--- config.mk ---
export PLATFORM = sky130hd
export DESIGN_NAME = pe_stream
export DESIGN_NICKNAME = d
export VERILOG_FILES = /design/src/rtl/pe_pkg.sv /design/src/rtl/pe_stream_cmul.sv /design/src/rtl/pe_stream.sv
export SDC_FILE = /design/constraint.sdc
export NUM_CORES = 2
export LEC_CHECK = 0
export CAP_MARGIN = 20
export CORE_ASPECT_RATIO = 1.75
export CORE_MARGIN = 2
export CORE_UTILIZATION = 55
export CTS_CLUSTER_SIZE = 25
export DETAILED_ROUTE_END_ITERATION = 16
export DONT_BUFFER_PORTS = 1
export GPL_TIMING_DRIVEN = 0
export PLACE_DENSITY = 0.81
export REMOVE_ABC_BUFFERS = 1
export SYNTH_ARGS = -nofsm -noshare
export SYNTH_HDL_FRONTEND = slang
export SYNTH_HIERARCHICAL = 1
export SYNTH_SLANG_ARGS = --single-unit
export TNS_END_PERCENT = 5
--- constraint.sdc ---
create_clock -name Clk -period 9.8 [get_ports Clk]
set_input_delay 1.96 -clock Clk [delete_from_list [all_inputs] [get_ports Clk]]
set_output_delay 1.96 -clock Clk [all_outputs]
set_load 0.01 [all_outputs]
--- src/rtl/pe_pkg.sv ---
// Shared mode encodings and saturation helpers for the pe_stream datapath.
package pe_pkg;

  typedef enum logic [1:0] {
    PE_BYPASS = 2'b00,
    PE_FWD    = 2'b01,
    PE_CONJ   = 2'b10
  } pe_mode_e;

  function automatic logic signed [63:0] sat_max(input int w);
    return (64'sd1 <<< (w - 1)) - 64'sd1;
  endfunction

  function automatic logic sat_hit(input logic signed [63:0] x, input int w);
    return (x > sat_max(w)) || (x < (-sat_max(w) - 64'sd1));
  endfunction

  // Clamp x into the signed w-bit range; caller truncates the result to w bits.
  function automatic logic signed [63:0] sat_to(input logic signed [63:0] x, input int w);
    if (x > sat_max(w))
      return sat_max(w);
    else if (x < (-sat_max(w) - 64'sd1))
      return -sat_max(w) - 64'sd1;
    else
      return x;
  endfunction

endpackage

--- src/rtl/pe_stream_cmul.sv ---
// Twiddle multiply (forward or conjugate), one product register, then
// half-up rounding and saturation back to WIDTH bits.
module pe_cmul
  import pe_pkg::*;
#(
  parameter int WIDTH    = 16,
  parameter int TW_WIDTH = 16,
  parameter int SHIFT    = 8
) (
  input  logic                      Clk,
  input  logic                      Reset,
  input  logic                      ce,
  input  logic signed [WIDTH-1:0]   d0,
  input  logic signed [WIDTH-1:0]   d1,
  input  logic [2*TW_WIDTH-1:0]     tf,
  input  logic                      conj,
  output logic signed [WIDTH-1:0]   re,
  output logic signed [WIDTH-1:0]   im,
  output logic                      sat
);

  localparam int PW = WIDTH + TW_WIDTH + 1;
  localparam logic signed [PW-1:0] RND = PW'(1) <<< (SHIFT - 1);

  logic signed [TW_WIDTH-1:0] tr, ti;
  logic signed [PW-1:0] d0tr, d0ti, d1tr, d1ti;
  logic signed [PW-1:0] p2_n, p3_n, p2_q, p3_q, r2, r3;

  assign tr = tf[2*TW_WIDTH-1:TW_WIDTH];
  assign ti = tf[TW_WIDTH-1:0];

  always_comb begin
    d0tr = PW'(d0) * PW'(tr);
    d0ti = PW'(d0) * PW'(ti);
    d1tr = PW'(d1) * PW'(tr);
    d1ti = PW'(d1) * PW'(ti);
    if (conj) begin
      p2_n = d0tr + d1ti;
      p3_n = d0ti - d1tr;
    end else begin
      p2_n = d0tr - d1ti;
      p3_n = -(d0ti + d1tr);
    end
  end

  always_ff @(posedge Clk or posedge Reset) begin
    if (Reset) begin
      p2_q <= '0;
      p3_q <= '0;
    end else if (ce) begin
      p2_q <= p2_n;
      p3_q <= p3_n;
    end
  end

  // PW leaves headroom for the rounding constant, so this add cannot wrap.
  assign r2  = (p2_q + RND) >>> SHIFT;
  assign r3  = (p3_q + RND) >>> SHIFT;
  assign re  = WIDTH'(sat_to(64'(r2), WIDTH));
  assign im  = WIDTH'(sat_to(64'(r3), WIDTH));
  assign sat = sat_hit(64'(r2), WIDTH) | sat_hit(64'(r3), WIDTH);

endmodule

--- src/rtl/pe_stream.sv ---
// Radix-2 butterfly pair with optional twiddle multiply on the differences,
// three-stage pipeline with a single global enable driven by output backpressure.
module pe_stream
  import pe_pkg::*;
#(
  parameter int WIDTH    = 16,
  parameter int TW_WIDTH = 16,
  parameter int SHIFT    = 8
) (
  input  logic                     Clk,
  input  logic                     Reset,
  input  logic                     in_valid,
  output logic                     in_ready,
  input  logic signed [WIDTH-1:0]  in0,
  input  logic signed [WIDTH-1:0]  in1,
  input  logic signed [WIDTH-1:0]  in2,
  input  logic signed [WIDTH-1:0]  in3,
  input  logic [2*TW_WIDTH-1:0]    tf,
  input  logic [1:0]               mode,
  input  logic                     scale_en,
  output logic                     out_valid,
  input  logic                     out_ready,
  output logic signed [WIDTH-1:0]  out0,
  output logic signed [WIDTH-1:0]  out1,
  output logic signed [WIDTH-1:0]  out2,
  output logic signed [WIDTH-1:0]  out3,
  output logic                     ovf,
  input  logic                     clr_ovf
);

  localparam int W1 = WIDTH + 1;

  logic ce;
  logic signed [W1-1:0]    bf   [4];
  logic signed [WIDTH-1:0] bf_n [4];
  logic [3:0]              bf_sat;

  logic                    v1, sat1;
  logic signed [WIDTH-1:0] s0_1, d0_1, s1_1, d1_1;
  logic [2*TW_WIDTH-1:0]   tf1;
  logic [1:0]              mode1;

  logic                    v2, sat2, byp2;
  logic signed [WIDTH-1:0] s0_2, d0_2, s1_2, d1_2;
  logic [1:0]              mode2;

  logic signed [WIDTH-1:0] c2, c3;
  logic                    csat, sat3;

  assign ce       = out_ready | ~out_valid;
  assign in_ready = ce;

  always_comb begin
    bf[0] = W1'(in0) + W1'(in1);
    bf[1] = W1'(in0) - W1'(in1);
    bf[2] = W1'(in2) + W1'(in3);
    bf[3] = W1'(in2) - W1'(in3);
    bf_sat = '0;
    for (int i = 0; i < 4; i++) begin
      if (scale_en) begin
        bf_n[i] = WIDTH'(bf[i] >>> 1);
      end else begin
        bf_n[i]   = WIDTH'(sat_to(64'(bf[i]), WIDTH));
        bf_sat[i] = sat_hit(64'(bf[i]), WIDTH);
      end
    end
  end

  pe_cmul #(
    .WIDTH    (WIDTH),
    .TW_WIDTH (TW_WIDTH),
    .SHIFT    (SHIFT)
  ) u_cmul (
    .Clk   (Clk),
    .Reset (Reset),
    .ce    (ce),
    .d0    (d0_1),
    .d1    (d1_1),
    .tf    (tf1),
    .conj  (mode1 == PE_CONJ),
    .re    (c2),
    .im    (c3),
    .sat   (csat)
  );

  // Mode 11 falls through to bypass along with 00.
  assign byp2 = (mode2 != PE_FWD) && (mode2 != PE_CONJ);
  assign sat3 = sat2 | (~byp2 & csat);

  always_ff @(posedge Clk or posedge Reset) begin
    if (Reset) begin
      v1 <= 1'b0;  sat1 <= 1'b0;  tf1 <= '0;  mode1 <= '0;
      s0_1 <= '0;  d0_1 <= '0;   s1_1 <= '0; d1_1 <= '0;
      v2 <= 1'b0;  sat2 <= 1'b0;  mode2 <= '0;
      s0_2 <= '0;  d0_2 <= '0;   s1_2 <= '0; d1_2 <= '0;
      out_valid <= 1'b0;
      out0 <= '0;  out1 <= '0;   out2 <= '0; out3 <= '0;
    end else if (ce) begin
      v1    <= in_valid;
      sat1  <= in_valid & (|bf_sat);
      tf1   <= tf;
      mode1 <= mode;
      s0_1  <= bf_n[0];
      d0_1  <= bf_n[1];
      s1_1  <= bf_n[2];
      d1_1  <= bf_n[3];

      v2    <= v1;
      sat2  <= v1 & sat1;
      mode2 <= mode1;
      s0_2  <= s0_1;
      d0_2  <= d0_1;
      s1_2  <= s1_1;
      d1_2  <= d1_1;

      out_valid <= v2;
      out0      <= s0_2;
      out1      <= s1_2;
      out2      <= byp2 ? d0_2 : c2;
      out3      <= byp2 ? d1_2 : c3;
    end
  end

  // A saturating beat landing in the output register beats a same-cycle clear.
  always_ff @(posedge Clk or posedge Reset) begin
    if (Reset)
      ovf <= 1'b0;
    else if (ce && v2 && sat3)
      ovf <= 1'b1;
    else if (clr_ovf)
      ovf <= 1'b0;
  end

endmodule

==> impl_metrics.yaml <==
yosys:
  syn_avg_cell_area_um2: 8.65
  syn_inst: 7005
  yosysSeqAreaShare: 0.118
  synth_commonest_cells: "inv_1 (1295), nand2_1 (1162), fa_1 (1052), ha_1 (518), and2_1 (431)"
  synth_area_leaders: "fa_1 (35%), dfrtp_1 (12%), ha_1 (11%)"
  yosys.area.top_type_share: 0.348
  syn-cell-area_mm2: 0.0606
  ys_types: 105
  yosys.area.top_type: "fa_1"
  async_flop_share: 1.00
  synth_edf_count: 0
  yosys.cell_count.top_type: "inv_1"
  yosys_warnings: 6
  ys.flop_type: "dfrtp_1"
  synth_seq_cells: 286
cells_and_area:
  nets: 8467
  instances_no_fill: 8284
  filler_cell_count: 9206
  area_growth_pct: 6.29
  drive_above_1_share: 0.0425
timing:
  period_needed_ps: 9490
  finalClockSkew_ps: 33.0
  slew_headroom: 0.261
  maxSlewViolCount: 0
  max_freq_mhz: 105
  hold_viol: 0
  tightest_slew_ps: 1110
  report.final.setup_viol: 0
  post-route-period-util: 0.968
critical_path:
  crit_required_ps: 10290
  worstSetupStartpointType: "register"
  critPathMaxFanout: 21
  path_class: "reg -> reg"
  endpoint_kind: "register"
  cpMostUsedCell: "fa_1"
  r2r_cells: 33
  cpMaxStageDelayCell: "dfrtp_4"
  cp_data_arrival_time_ps: 9980
  critical_path.max_stage_delay_ps: 600
grt:
  grt_pass1_wl_um: 264000
  grt_pass1_vias: 52116
  grt_overflow: 0
  antenna_found_initial: 2
  gr-usage-all-layers: 0.298
  grt_max_degree: 145
die:
  die_h_um: 443
  num_io_pins: 171
  core_area_mm2: 0.110
  start_util: 0.553
  core.rowCount: 161
  die_area_mm2: 0.113
  fp.dieW_um: 255
drt:
  drt-pass1-iter-count: 5
  drc: 0
  drt_iter0_drc: 3218
  ant_nets: 0
  wirelength_um: 165000
  viasPerCell: 5.79
  wl_per_cell_um: 20.0
  vias: 47989
clock_network:
  cts_buffer_depth: 3
  root_buffer: "clkbuf_16"
  path_clk_slew_ps: 70
  cts_sinks: 286
  h-tree-depth: 2
  cts_buffers: 34
  cts_tree: "built"
  clk_latency_ps: 580
placement:
  port_buffers: 0
  hpwlAfterDp_um: 131000
  dp_cells: 8208
  gp_congestion: 0.942
worst_hold_path:
  hold-path-cell-count: 2
  hp-class: "reg -> reg"
outcome:
  status: "finished, final reports clean"
flow_run:
  max_cap_violations: 0
-- final cells by class --
cell class	count	area (um^2)	share of cell area
flip-flops and latches	286	7270	0.113
clock buffers	39	920	0.0143
multi-input cells	5099	47500	0.738
clock inverters	20	270	0.00420
inverters	1296	4880	0.0758
well taps	1467	1840	0.0285
repair buffers	76	1710	0.0265
diodes	1	2.50	0.0000389
-- critical path: cells and delay by family (launching register included) --
| family | cells | cell delay, ps |
|---|---|---|
| compound gates | 9 | 1680 |
| xor+xnor | 3 | 770 |
| fa+ha+maj | 8 | 3800 |
| buf+inv | 5 | 410 |
| flops | 1 | 600 |
| simple gates | 8 | 2090 |
-- routing by layer --
layer	global-route usage	wire length [um]
met1	0.324	56100
met5	0	9
met2	0.512	82200
met4	0.257	17900
met3	0.0345	9220
-- final timing paths --
check | to | from | slack, ps
max | u_cmul/p2_q[32] | d1_1[5] | 310
min | d1_2[12] | d1_2[12] | 470
max reg2reg | u_cmul/p2_q[32] | d1_1[5] | 310
min reg2reg | d1_2[12] | d1_2[12] | 470
min in group asynchronous | tf1[22] | Reset | 1210
max in group asynchronous | tf1[5] | Reset | 7470
-- through the flow --
step	util	hold WS, ps	worst slack, ps	TNS (ps)	cell area (um^2)
6_report	0.588	467	310	0	64400
5_1_grt	0.588	491	-26.7	-51.7	64400
4_1_cts	0.584	469	3.07	0	64000
3_5_place_dp	0.572	456	-1110	-6190	62700
3_3_place_gp	0.558	448	-33960	-8477720	61200
2_1_floorplan	-	437	-13590	-2935730	59300
-- kinds of logic after synthesis --
| logic type | Yosys count | synth area share |
|---|---|---|
| simple gates | 2242 | 0.171 |
| mux | 65 | 0.0112 |
| buf+inv | 1620 | 0.101 |
| fa+ha+maj | 1571 | 0.455 |
| xor+xnor | 310 | 0.0456 |
| compound gates | 911 | 0.0977 |
| flops | 286 | 0.118 |
-- state kept, by name (all words and copies together), names as in the netlist, 2 cells and up --
register and flops:
s0_1 16, s0_2 16, d0_1 16, d1_2 16, out1 16, out0 16, d1_1 16, u_cmul/p2_q 26
s1_1 16, s1_2 16, mode1 2, mode2 2, out2 16, out3 16, u_cmul/p3_q 26, d0_2 16
tf1 32
-- layout by cell type, fill, tap and decap left out, types with 43 or more instances in the layout --
cell type	count
inv_1	1291
nand2_1	1162
fa_1	1052
ha_1	513
and2_1	429
a21oi_1	263
nor2_1	254
dfrtp_1	234
xnor2_1	207
o21ai_0	193
xor2_1	91
nand2b_1	80
nand3_1	78
a21o_1	69
nor3_1	64
buf_16	47
a31oi_1	44
mux2i_1	43
-- what timing repair did --
item / in CTS / in global routing
setup buffers: 3 / 7
hold buffers: 0 / 0
endpoints found under the setup margin: 15 / 19
gates resized for setup: 38 / 58
pin swaps: 1 / 4
Power is left out: the tool's default activity adds up to more than one toggle a clock period on the data nets, which glitch-free logic cannot reach.
